===== config.mk =====
export PLATFORM = sky130hd
export DESIGN_NAME = sram_stage_sequencer
export DESIGN_NICKNAME = d
export VERILOG_FILES = /design/src/rtl/sequencer_pkg.sv /design/src/rtl/sram_port_mux.sv /design/src/rtl/sram_stage_sequencer.sv
export SDC_FILE = /design/constraint.sdc
export NUM_CORES = 1
export LEC_CHECK = 0
export ABC_AREA = 1
export CORE_AREA = 5 5 128 130
export CTS_CLUSTER_SIZE = 24
export DETAILED_ROUTE_END_ITERATION = 8
export DIE_AREA = 0 0 133 135
export GPL_ROUTABILITY_DRIVEN = 0
export GPL_TIMING_DRIVEN = 0
export PLACE_DENSITY = 0.57
export SLEW_MARGIN = 30
export SYNTH_ARGS = -nofsm -noshare
export SYNTH_HDL_FRONTEND = slang
export SYNTH_SLANG_ARGS = --single-unit

===== constraint.sdc =====
create_clock -name CLOCK_50_I -period 3.9 [get_ports CLOCK_50_I]
set_clock_uncertainty 0.2 [all_clocks]
set_input_delay 0.78 -clock CLOCK_50_I [delete_from_list [all_inputs] [get_ports CLOCK_50_I]]
set_output_delay 0.78 -clock CLOCK_50_I [all_outputs]
set_load 0.005 [all_outputs]

===== src/rtl/sequencer_pkg.sv =====
// Shared types for the SRAM stage sequencer: FSM state encoding (exported on
// state_o) and stage-count-independent constants.
package sequencer_pkg;

  typedef enum logic [2:0] {
    S_IDLE           = 3'd0,
    S_ENABLE_UART_RX = 3'd1,
    S_UART_RX        = 3'd2,
    S_STAGE          = 3'd3,
    S_GAP            = 3'd4
  } seq_state_t;

  localparam int DEFAULT_UART_TIMEOUT = 50_000_000;

endpackage


===== src/rtl/sram_port_mux.sv =====
// Combinational owner select for the single SRAM controller port: UART during
// load states, the active stage while it runs, VGA fetches otherwise.
module sram_port_mux
  import sequencer_pkg::*;
#(
  parameter int NUM_STAGES = 3,
  parameter int ADDR_W     = 18,
  parameter int DATA_W     = 16,
  localparam int IDX_W     = (NUM_STAGES > 1) ? $clog2(NUM_STAGES) : 1
) (
  input  seq_state_t                         state,
  input  logic [IDX_W-1:0]                   active_stage,
  input  logic [ADDR_W-1:0]                  uart_addr,
  input  logic [DATA_W-1:0]                  uart_wdata,
  input  logic                               uart_we_n,
  input  logic [NUM_STAGES-1:0][ADDR_W-1:0]  stage_addr,
  input  logic [NUM_STAGES-1:0][DATA_W-1:0]  stage_wdata,
  input  logic [NUM_STAGES-1:0]              stage_we_n,
  input  logic [ADDR_W-1:0]                  vga_addr,
  output logic [ADDR_W-1:0]                  sram_addr,
  output logic [DATA_W-1:0]                  sram_wdata,
  output logic                               sram_we_n
);

  always_comb begin
    sram_addr  = vga_addr;
    sram_wdata = '0;
    sram_we_n  = 1'b1;
    case (state)
      S_ENABLE_UART_RX, S_UART_RX: begin
        sram_addr  = uart_addr;
        sram_wdata = uart_wdata;
        sram_we_n  = uart_we_n;
      end
      S_STAGE: begin
        sram_addr  = stage_addr[active_stage];
        sram_wdata = stage_wdata[active_stage];
        sram_we_n  = stage_we_n[active_stage];
      end
      default: ;
    endcase
  end

endmodule


===== src/rtl/sram_stage_sequencer.sv =====
// UART image load followed by a skippable run of decoder stages sharing one
// SRAM port. Optional per-stage watchdog: define SEQ_WATCHDOG_EN.
module sram_stage_sequencer
  import sequencer_pkg::*;
#(
  parameter int NUM_STAGES      = 3,
  parameter int ADDR_W          = 18,
  parameter int DATA_W          = 16,
  parameter int TIMER_W         = 26,
  parameter int UART_TIMEOUT    = DEFAULT_UART_TIMEOUT,
  parameter int WATCHDOG_CYCLES = 2**24,
  localparam int IDX_W          = (NUM_STAGES > 1) ? $clog2(NUM_STAGES) : 1
) (
  input  logic                               CLOCK_50_I,
  input  logic                               resetn,
  input  logic                               uart_rx_line_i,
  input  logic                               start_pb_i,
  input  logic                               run_i,
  input  logic [NUM_STAGES-1:0]              stage_skip_i,
  input  logic [ADDR_W-1:0]                  uart_addr_i,
  input  logic [DATA_W-1:0]                  uart_wdata_i,
  input  logic                               uart_we_n_i,
  output logic                               uart_init_o,
  output logic                               uart_en_o,
  input  logic [NUM_STAGES-1:0][ADDR_W-1:0]  stage_addr_i,
  input  logic [NUM_STAGES-1:0][DATA_W-1:0]  stage_wdata_i,
  input  logic [NUM_STAGES-1:0]              stage_we_n_i,
  input  logic [NUM_STAGES-1:0]              stage_finish_i,
  output logic [NUM_STAGES-1:0]              stage_enable_o,
  input  logic [ADDR_W-1:0]                  vga_addr_i,
  output logic                               vga_enable_o,
  output logic [ADDR_W-1:0]                  sram_addr_o,
  output logic [DATA_W-1:0]                  sram_wdata_o,
  output logic                               sram_we_n_o,
  output logic [IDX_W-1:0]                   active_stage_o,
  output logic [2:0]                         state_o,
  output logic                               done_o,
  output logic                               error_o
);

  localparam logic [NUM_STAGES-1:0] STAGE_ONE = NUM_STAGES'(1);

  seq_state_t            state_q;
  logic [NUM_STAGES-1:0] skip_q;
  logic [TIMER_W-1:0]    timer_q;
  logic                  load_req;
  logic                  wd_expire;
  logic                  first_found, next_found;
  logic [IDX_W-1:0]      first_idx, next_idx;

  assign state_o  = state_q;
  assign load_req = (state_q == S_IDLE) && (!uart_rx_line_i || start_pb_i);

  // Descending scan so the last hit is the lowest qualifying index.
  always_comb begin
    first_found = 1'b0;
    first_idx   = '0;
    next_found  = 1'b0;
    next_idx    = '0;
    for (int i = NUM_STAGES - 1; i >= 0; i--) begin
      if (!stage_skip_i[i]) begin
        first_found = 1'b1;
        first_idx   = IDX_W'(i);
      end
      if (!skip_q[i] && (i > int'(active_stage_o))) begin
        next_found = 1'b1;
        next_idx   = IDX_W'(i);
      end
    end
  end

  always_ff @(posedge CLOCK_50_I or negedge resetn) begin
    if (!resetn) begin
      timer_q <= '0;
    end else if (uart_init_o || !uart_we_n_i) begin
      timer_q <= '0;
    end else if (timer_q != '1) begin
      timer_q <= timer_q + TIMER_W'(1);
    end
  end

  always_ff @(posedge CLOCK_50_I or negedge resetn) begin
    if (!resetn) begin
      state_q        <= S_IDLE;
      vga_enable_o   <= 1'b1;
      stage_enable_o <= '0;
      uart_init_o    <= 1'b0;
      uart_en_o      <= 1'b0;
      done_o         <= 1'b0;
      active_stage_o <= '0;
      skip_q         <= '0;
    end else begin
      uart_init_o <= 1'b0;
      uart_en_o   <= 1'b0;
      done_o      <= 1'b0;
      case (state_q)
        S_IDLE: begin
          vga_enable_o <= 1'b1;
          if (load_req) begin
            uart_init_o  <= 1'b1;
            vga_enable_o <= 1'b0;
            state_q      <= S_ENABLE_UART_RX;
          end else if (run_i) begin
            skip_q <= stage_skip_i;
            if (first_found) begin
              active_stage_o <= first_idx;
              stage_enable_o <= STAGE_ONE << first_idx;
              state_q        <= S_STAGE;
            end else begin
              done_o <= 1'b1;
            end
          end
        end
        S_ENABLE_UART_RX: begin
          uart_en_o <= 1'b1;
          state_q   <= S_UART_RX;
        end
        S_UART_RX: begin
          if (timer_q == TIMER_W'(UART_TIMEOUT - 1)) begin
            uart_init_o  <= 1'b1;
            vga_enable_o <= 1'b1;
            skip_q       <= stage_skip_i;
            if (first_found) begin
              active_stage_o <= first_idx;
              stage_enable_o <= STAGE_ONE << first_idx;
              state_q        <= S_STAGE;
            end else begin
              done_o  <= 1'b1;
              state_q <= S_IDLE;
            end
          end
        end
        S_STAGE: begin
          if (stage_finish_i[active_stage_o]) begin
            stage_enable_o <= '0;
            state_q        <= S_GAP;
          end else if (wd_expire) begin
            stage_enable_o <= '0;
            state_q        <= S_IDLE;
          end
        end
        S_GAP: begin
          if (next_found) begin
            active_stage_o <= next_idx;
            stage_enable_o <= STAGE_ONE << next_idx;
            state_q        <= S_STAGE;
          end else begin
            done_o  <= 1'b1;
            state_q <= S_IDLE;
          end
        end
        default: state_q <= S_IDLE;
      endcase
    end
  end

`ifdef SEQ_WATCHDOG_EN
  localparam int WD_W = $clog2(WATCHDOG_CYCLES + 1);
  logic [WD_W-1:0] wd_cnt_q;
  logic            run_req;

  assign run_req   = (state_q == S_IDLE) && !load_req && run_i;
  assign wd_expire = (state_q == S_STAGE) && (wd_cnt_q == WD_W'(WATCHDOG_CYCLES - 1));

  // Counter sits at zero outside S_STAGE, so every stage entry starts fresh.
  always_ff @(posedge CLOCK_50_I or negedge resetn) begin
    if (!resetn) begin
      wd_cnt_q <= '0;
      error_o  <= 1'b0;
    end else begin
      if (state_q != S_STAGE) wd_cnt_q <= '0;
      else if (!wd_expire)    wd_cnt_q <= wd_cnt_q + WD_W'(1);
      if (load_req || run_req) error_o <= 1'b0;
      else if (wd_expire && !stage_finish_i[active_stage_o]) error_o <= 1'b1;
    end
  end
`else
  logic unused_wd;
  assign unused_wd = (WATCHDOG_CYCLES == 0);
  assign wd_expire = 1'b0;
  assign error_o   = 1'b0;
`endif

  sram_port_mux #(
    .NUM_STAGES (NUM_STAGES),
    .ADDR_W     (ADDR_W),
    .DATA_W     (DATA_W)
  ) u_mux (
    .state        (state_q),
    .active_stage (active_stage_o),
    .uart_addr    (uart_addr_i),
    .uart_wdata   (uart_wdata_i),
    .uart_we_n    (uart_we_n_i),
    .stage_addr   (stage_addr_i),
    .stage_wdata  (stage_wdata_i),
    .stage_we_n   (stage_we_n_i),
    .vga_addr     (vga_addr_i),
    .sram_addr    (sram_addr_o),
    .sram_wdata   (sram_wdata_o),
    .sram_we_n    (sram_we_n_o)
  );

endmodule


==> results of run 1 <==
[metrics by stage]
step	setup WS (ns)	std cells	power, uW	area [um^2]	utilization [%]
final	0.167	1043	3210	6310	42.0
after global routing	0.0119	1043	3480	6310	42.0
after detailed placement	0.478	1034	2700	6120	40.7
after floorplan	1.59	630	1520	3710	-
after CTS	0.168	1042	3250	6300	41.9
after global placement	0.509	1033	2720	6100	40.6
[flip-flops by register name, indices dropped and copies added, names as in the netlist]
name / cells
uart_init_o: 1
uart_en_o: 1
state_o: 3
vga_enable_o: 1
timer_q: 26
done_o: 1
stage_enable_o: 3
active_stage_o: 2
skip_q: 2
[worst max-delay path by stage]
stage	from	end	slack [ns]	depth (start not counted)
floorplan	state_o[2]	sram_wdata_o[1]	1.59	5
global placement	state_o[2]	sram_addr_o[2]	0.51	7
detailed placement	state_o[2]	sram_we_n_o	0.48	7
CTS	state_o[2]	sram_we_n_o	0.17	7
global route	state_o[2]	sram_we_n_o	0.01	7
finish	state_o[2]	sram_we_n_o	0.17	7
[cell usage after synthesis (all sizes together)]
| master | n |
|---|---|
| nand2 | 190 |
| nor2 | 109 |
| o21ai | 77 |
| nand3 | 62 |
| inv | 45 |
| dfrtp | 39 |
| nor3 | 18 |
| clkbuf | 16 |
| a21oi | 15 |
| buf | 14 |
| nand4 | 13 |
| a22o | 9 |
| o211ai | 6 |
| o21bai | 5 |
| o31ai | 3 |
| a31o | 2 |
| or2 | 2 |
| conb | 1 |
| dfstp | 1 |
| ha | 1 |
| o22ai | 1 |
| xor2 | 1 |
[layout make-up]
| class | instances | area [um^2] | area share (%) |
|---|---|---|---|
| Inverter | 45 | 169 | 2.68 |
| Antenna cell | 1 | 2.50 | 0.0397 |
| Clock inverter | 2 | 60.1 | 0.952 |
| Clock buffer | 6 | 129 | 2.04 |
| Tap cell | 188 | 235 | 3.73 |
| Multi-Input combinational cell | 515 | 2390 | 38.0 |
| Buffer | 30 | 150 | 2.38 |
| Sequential cell | 40 | 1000 | 15.9 |
| Timing Repair Buffer | 216 | 2170 | 34.3 |
[logic make-up (layout without fill, tap and decap cells)]
group / count (synthesis) / after routing / share of synthesized area [%]
DFF: 40 / 40 / 27.0
other: 1 / 2 / 0.101
AOI/OAI and AO/OA: 118 / 118 / 18.0
and+or+nand+nor: 394 / 394 / 45.8
buffers and inverters: 75 / 299 / 8.59
xor gates and xnor gates: 1 / 1 / 0.236
adders and majority gates: 1 / 1 / 0.337
[worst reg2reg max path: stages, from the launching register on]
cell     delay [ns]
dfrtp_1        0.43
ha_1           0.32
nand2_2        0.15
nor2_8         0.17
nand2_4        0.07
nor2_4         0.11
nand2_2        0.06
nand2_2        0.08
buf_6          0.13
nand3_1        0.09
nand2_1        0.08
nand2_1        0.05
[layer usage]
layer	up-vias	global-route usage, %	part of all wire [%]
met1	2238	23.2	39
li1	2522	-	-
met5	-	0	0.11
met4	2	4.16	2.0
met3	27	5.40	7.4
met2	191	35.5	51
[report_power, final]
| part | internal [uW] | switching (uW) |
|---|---|---|
| clock | 367 | 161 |
| combinational | 1040 | 1100 |
| sequential | 484 | 60.2 |
| total | 1890 | 1320 |
[timing repair]
action | in CTS | in global routing
endpoints found under the setup margin | 0 | 1
setup buffers | 0 | 0
resized for setup | 0 | 1
==> results.md, run 1 <==
* Status: finished clean
* Fin nets at 1,023
* Core Region at 15,000 um^2
* Die area at 18,000 um^2
* Grt ovf at 0
* FF+latch count, synth at 40
* Slowest cell delay on critical path at 0.56 ns
* Clock Sinks at 40
* Synthesized cell area at 3710 um^2
* Synth area leaders: dfrtp_1 26%, nand2_1 19%, nor2_1 11%
* Synth-to-layout area growth at 69.9%
* First-pass GRT wire length at 27.7 mm
* Depth of the worst register-to-register path at 11
* Share of Yosys cell area claimed by the top area cell type at 26.3%
* Critical path class: reg -> out
* Post-synthesis net count at 800
* H-tree levels at 2
* FP Rows at 45
* Initial antenna violation count at 2
* Detail Placement HPWL at 15.4 mm
* Hold buffer count at cts at 0
* Most frequent cells in the layout: 214 x clkdlybuf4s50_1, 185 x nand2_1, 104 x nor2_1, 76 x o21ai_0, 61 x nand3_1
* Min Hold Slack at 0.208 ns
* Period Utilization, post-route at 95.7%
* Initial core utilization at 24.7%
* CP max-delay cell: clkdlybuf4s50_1
* Share of cells above drive strength 1 at 5.04%
* Fin. max-slew vios at 0
* Rel. slew slack at 61.4%
* Pre-antenna DRT Iters at 7
* Wire length per cell at 17.6 um
* Final wirelength at 18.4 mm
* Sequential element share of the synthesized area at 27.0%
* Most used cell, CP: inv_1
* Biggest area consumer among synthesized cells: dfrtp_1
* Num CTS Buffers at 5
* Die H at 135 um
* Power Density at 510 nW/um^2
* Largest net degree at the start of global routing at 27
* Peak VDD IR at 0.000212 V
* Maxcap violations at 0
* Maximum number of buffers from clock root to sink at 2
* FMAX at 268 MHz
* Worst min path class: in -> async
* Worst skew pair latency at 0.28 ns
* Die extent in x at 133 um
* Final Hold Fails at 0
* Distinct cells, synth at 35
* Synthesized area per cell at 5.89 um^2
* Critical path data required time at 2.92 ns
* Number of global-route vias before repair at 5,043
* DR DRC count at 0
* Antenna Nets Post-Route at 0
* Worst EP arrival at 2.75 ns
* Delay-heaviest family, CP: buffers and inverters
* Maximum fanout along the worst path at 10
* Vias post-DR at 4,980
* Cells after Synth at 630
* Crit path time final at 3.73 ns
* Synth warn at 0
* Commonest non-fill, non-tap cell in the layout: clkdlybuf4s50_1
* Clk slew on worst S/H paths at 0.06 ns
* CTS Root Cell: clkbuf_16
* Crit Reg-Reg Endpoint: skip_q[1]
* Io pins at 217
* Fillers at 1,605
* R2r setup slk at 1.85 ns
* I/O Buffers at 215
* Launching point of the worst reg2reg path: timer_q[0]
* Vias per cell at 4.77
* CP bufs+invs at 4
* Iter 0 DRT Violations at 257
* LEAKAGE at 0.00276 uW
* Setup TNS at 0 ns
* Startpoint Class: flop
* Final setup violation count at 0
* TritonCTS clock tree: yes
* Gr usage total at 19.6%
* Crit path cell chain: inv_1 > nand3_1 > inv_1 > clkbuf_1 > nand2_1 > nand4_1 > clkdlybuf4s50_1
* Measured slew at the worst slew-check pin at 0.579 ns
* Crit end category: output pin
* RSZ-0062 raised after global routing: false
No activity file was read; power rests on OpenSTA's default activity.
==> run 2: changes to the inputs <==
--- a/config.mk
+++ b/config.mk
@@ -6,13 +6,13 @@
 export NUM_CORES = 1
 export LEC_CHECK = 0
 export ABC_AREA = 1
-export CORE_AREA = 5 5 128 130
+export CORE_AREA = 5 5 101 103
 export CTS_CLUSTER_SIZE = 24
 export DETAILED_ROUTE_END_ITERATION = 8
-export DIE_AREA = 0 0 133 135
+export DIE_AREA = 0 0 106 108
 export GPL_ROUTABILITY_DRIVEN = 0
 export GPL_TIMING_DRIVEN = 0
-export PLACE_DENSITY = 0.57
+export PLACE_DENSITY = 0.86
 export SLEW_MARGIN = 30
 export SYNTH_ARGS = -nofsm -noshare
 export SYNTH_HDL_FRONTEND = slang
==> results.md, run 2 (same netlist as run 1, synthesis figures left out) <==
* Die H at 108 um (-20%)
* Die area at 11,400 um^2 (-36%)
* Slowest cell delay on critical path at 0.65 ns (+0.09 ns)
* Fin util at 67.3% (+25 points)
* Core Region at 9110 um^2 (-39%)
* Gr usage total at 28.6% (+9.0 points)
* Fin nets at 1,023 (unchanged)
* Final setup violation count at 0 (unchanged)
* Switching Share at 44.4% (+3.3 points)
* TritonCTS clock tree: yes
* Clk slew on worst S/H paths at 0.08 ns (+0.02 ns)
* Min Hold Slack at 0.248 ns (+0.0410 ns)
* Num CTS Buffers at 5 (unchanged)
* Crit path time final at 3.66 ns (-0.0691 ns)
* Antenna Nets Post-Route at 0 (unchanged)
* Vias per cell at 5.44 (+14%)
* Sequential share of power at 18.1% (+1.2 points)
* Combinational fraction of design power at 71.9% (+5.3 points)
* Crit end category: output pin
* Power Density at 490 nW/um^2 (-3.8%)
* Maximum fanout along the worst path at 10 (unchanged)
* DR DRC count at 0 (unchanged)
* Pre-antenna DRT Iters at 7 (unchanged)
* Iter 0 DRT Violations at 456 (+77%)
* I/O Buffers at 215 (unchanged)
* CTS resizes at 0 (unchanged)
* H-tree levels at 2 (unchanged)
* Status: finished clean
* Rel. slew slack at 57.5% (-3.9 points)
* Grt ovf at 0 (unchanged)
* Critical path class: reg -> out
* Share of cells above drive strength 1 at 5.04% (unchanged)
* Sequential Area at 1000 um^2 (unchanged)
* Setup Fix Bufs, Post-CTS at 0 (unchanged)
* Clk pwr share at 9.9% (-6.5 points)
* Maxcap violations at 0 (unchanged)
* Max FFs per register at 26 (unchanged)
* Period Utilization, post-route at 93.9% (-1.8 points)
* Startpoint Class: flop
* Multi-input gate area at 2390 um^2 (-0.10%)
* Io pins at 217 (unchanged)
* Int Pwr at 1670 uW (-12%)
* Crit path cell chain: nor2_1 > nand2_1 > nand2_1 > buf_2 > nand2_1 > o211ai_1 > clkdlybuf4s50_1
* Worst EP arrival at 2.68 ns (-0.07 ns)
* First-pass GRT wire length at 26.0 mm (-6.2%)
* FP Rows at 35 (-22%)
* Fin. max-slew vios at 0 (unchanged)
* Number of global-route vias before repair at 5,123 (+1.6%)
* Worst skew pair latency at 0.30 ns (+0.02 ns)
* Largest net degree at the start of global routing at 22 (-19%)
* Synth-to-layout area growth at 65.0%
* Biggest register: timer_q
* Final Hold Fails at 0 (unchanged)
* FMAX at 273 MHz (+1.9%)
* CP max-delay cell: clkdlybuf4s50_1
* Dpl cells at 957 (-7.4%)
* Worst min path class: in -> async
* Hold buffer count at cts at 0 (unchanged)
* RSZ-0062 raised after global routing: false
* Vias post-DR at 5,251 (+5.4%)
* Final wirelength at 17.2 mm (-6.3%)
* Setup TNS at 0 ns (unchanged)
* Measured slew at the worst slew-check pin at 0.630 ns (+0.0514 ns)
* Maximum number of buffers from clock root to sink at 2 (unchanged)
* Peak VDD IR at 0.000301 V (+42%)
* Critical path data required time at 2.92 ns (about the same)
* Clock Sinks at 40 (unchanged)
* Initial core utilization at 40.8% (+16 points)
* Die extent in x at 106 um (-20%)
* Fillers at 777 (-52%)
* Commonest non-fill, non-tap cell in the layout: clkdlybuf4s50_1
* LEAKAGE at 0.00272 uW (-1.6%)
* Most used cell, CP: nand2_1
* Initial antenna violation count at 2 (unchanged)
* Fin cells at 966 (-7.4%)
* Sw Pwr at 1330 uW (+0.83%)
* Detail Placement HPWL at 14.3 mm (-6.9%)
* Wire length per cell at 17.8 um (+1.1%)
* Most frequent cells in the layout: 214 x clkdlybuf4s50_1, 185 x nand2_1, 105 x nor2_1, 76 x o21ai_0, 61 x nand3_1
* CTS Root Cell: clkbuf_8
[run 2: worst max-delay path: cells and delay by family, from the launching register on]
| kind | cells | cell delay, ns |
|---|---|---|
| buffers and inverters | 2 | 0.96 |
| AO/OA/AOI/OAI | 1 | 0.10 |
| AND/OR/NAND/NOR | 4 | 0.88 |
| flip-flops | 1 | 0.46 |
[run 2: worst paths after layout]
check                                  start  slack (ns)           endpoint  depth (start not counted)
max in group asynchronous             resetn        2.70       vga_enable_o                          2
max reg2reg                       timer_q[0]        1.82          skip_q[1]                         11
min reg2reg                stage_enable_o[0]        0.29  stage_enable_o[0]                          2
min in group CLOCK_50_I    stage_enable_o[0]        0.29  stage_enable_o[0]                          2
max                               state_o[2]        0.24     sram_addr_o[2]                          7
min                                   resetn        0.25        timer_q[15]                          1
[run 2: stage by stage]
step,worst slack [ns],cell area [um^2],power (uW)
after CTS,0.250,6120,2990
after floorplan,1.59,3710,1520
after global placement,0.498,6000,2650
after detailed placement,0.485,6030,2680
final,0.236,6130,3000
after global routing,0.0903,6130,3210
[run 2: area by class of cell]
cell class / count / share of cell area, %
Multi-Input combinational cell: 515 / 39.0
Timing Repair Buffer: 216 / 35.5
Sequential cell: 40 / 16.4
Inverter: 45 / 2.76
Buffer: 30 / 2.45
Tap cell: 111 / 2.27
Clock buffer: 6 / 1.35
Clock inverter: 2 / 0.245
Antenna cell: 1 / 0.0408
[run 2: power groups by stage]
stage	Sequential, uW	Combinational [uW]	Clock (uW)
after floorplan	539	978	0
after global placement	545	2100	0
after detailed placement	550	2130	0
after CTS	544	2140	300
after global routing	550	2340	321
final	544	2160	298
[run 2: layer usage]
metal / global-route usage [%] / up-vias / share of wire [%]
met4: 7.86 / 2 / 3.1
li1: - / 2522 / -
met2: 50.0 / 316 / 49
met5: 0 / - / 0.076
met1: 33.6 / 2350 / 36
met3: 9.55 / 61 / 12
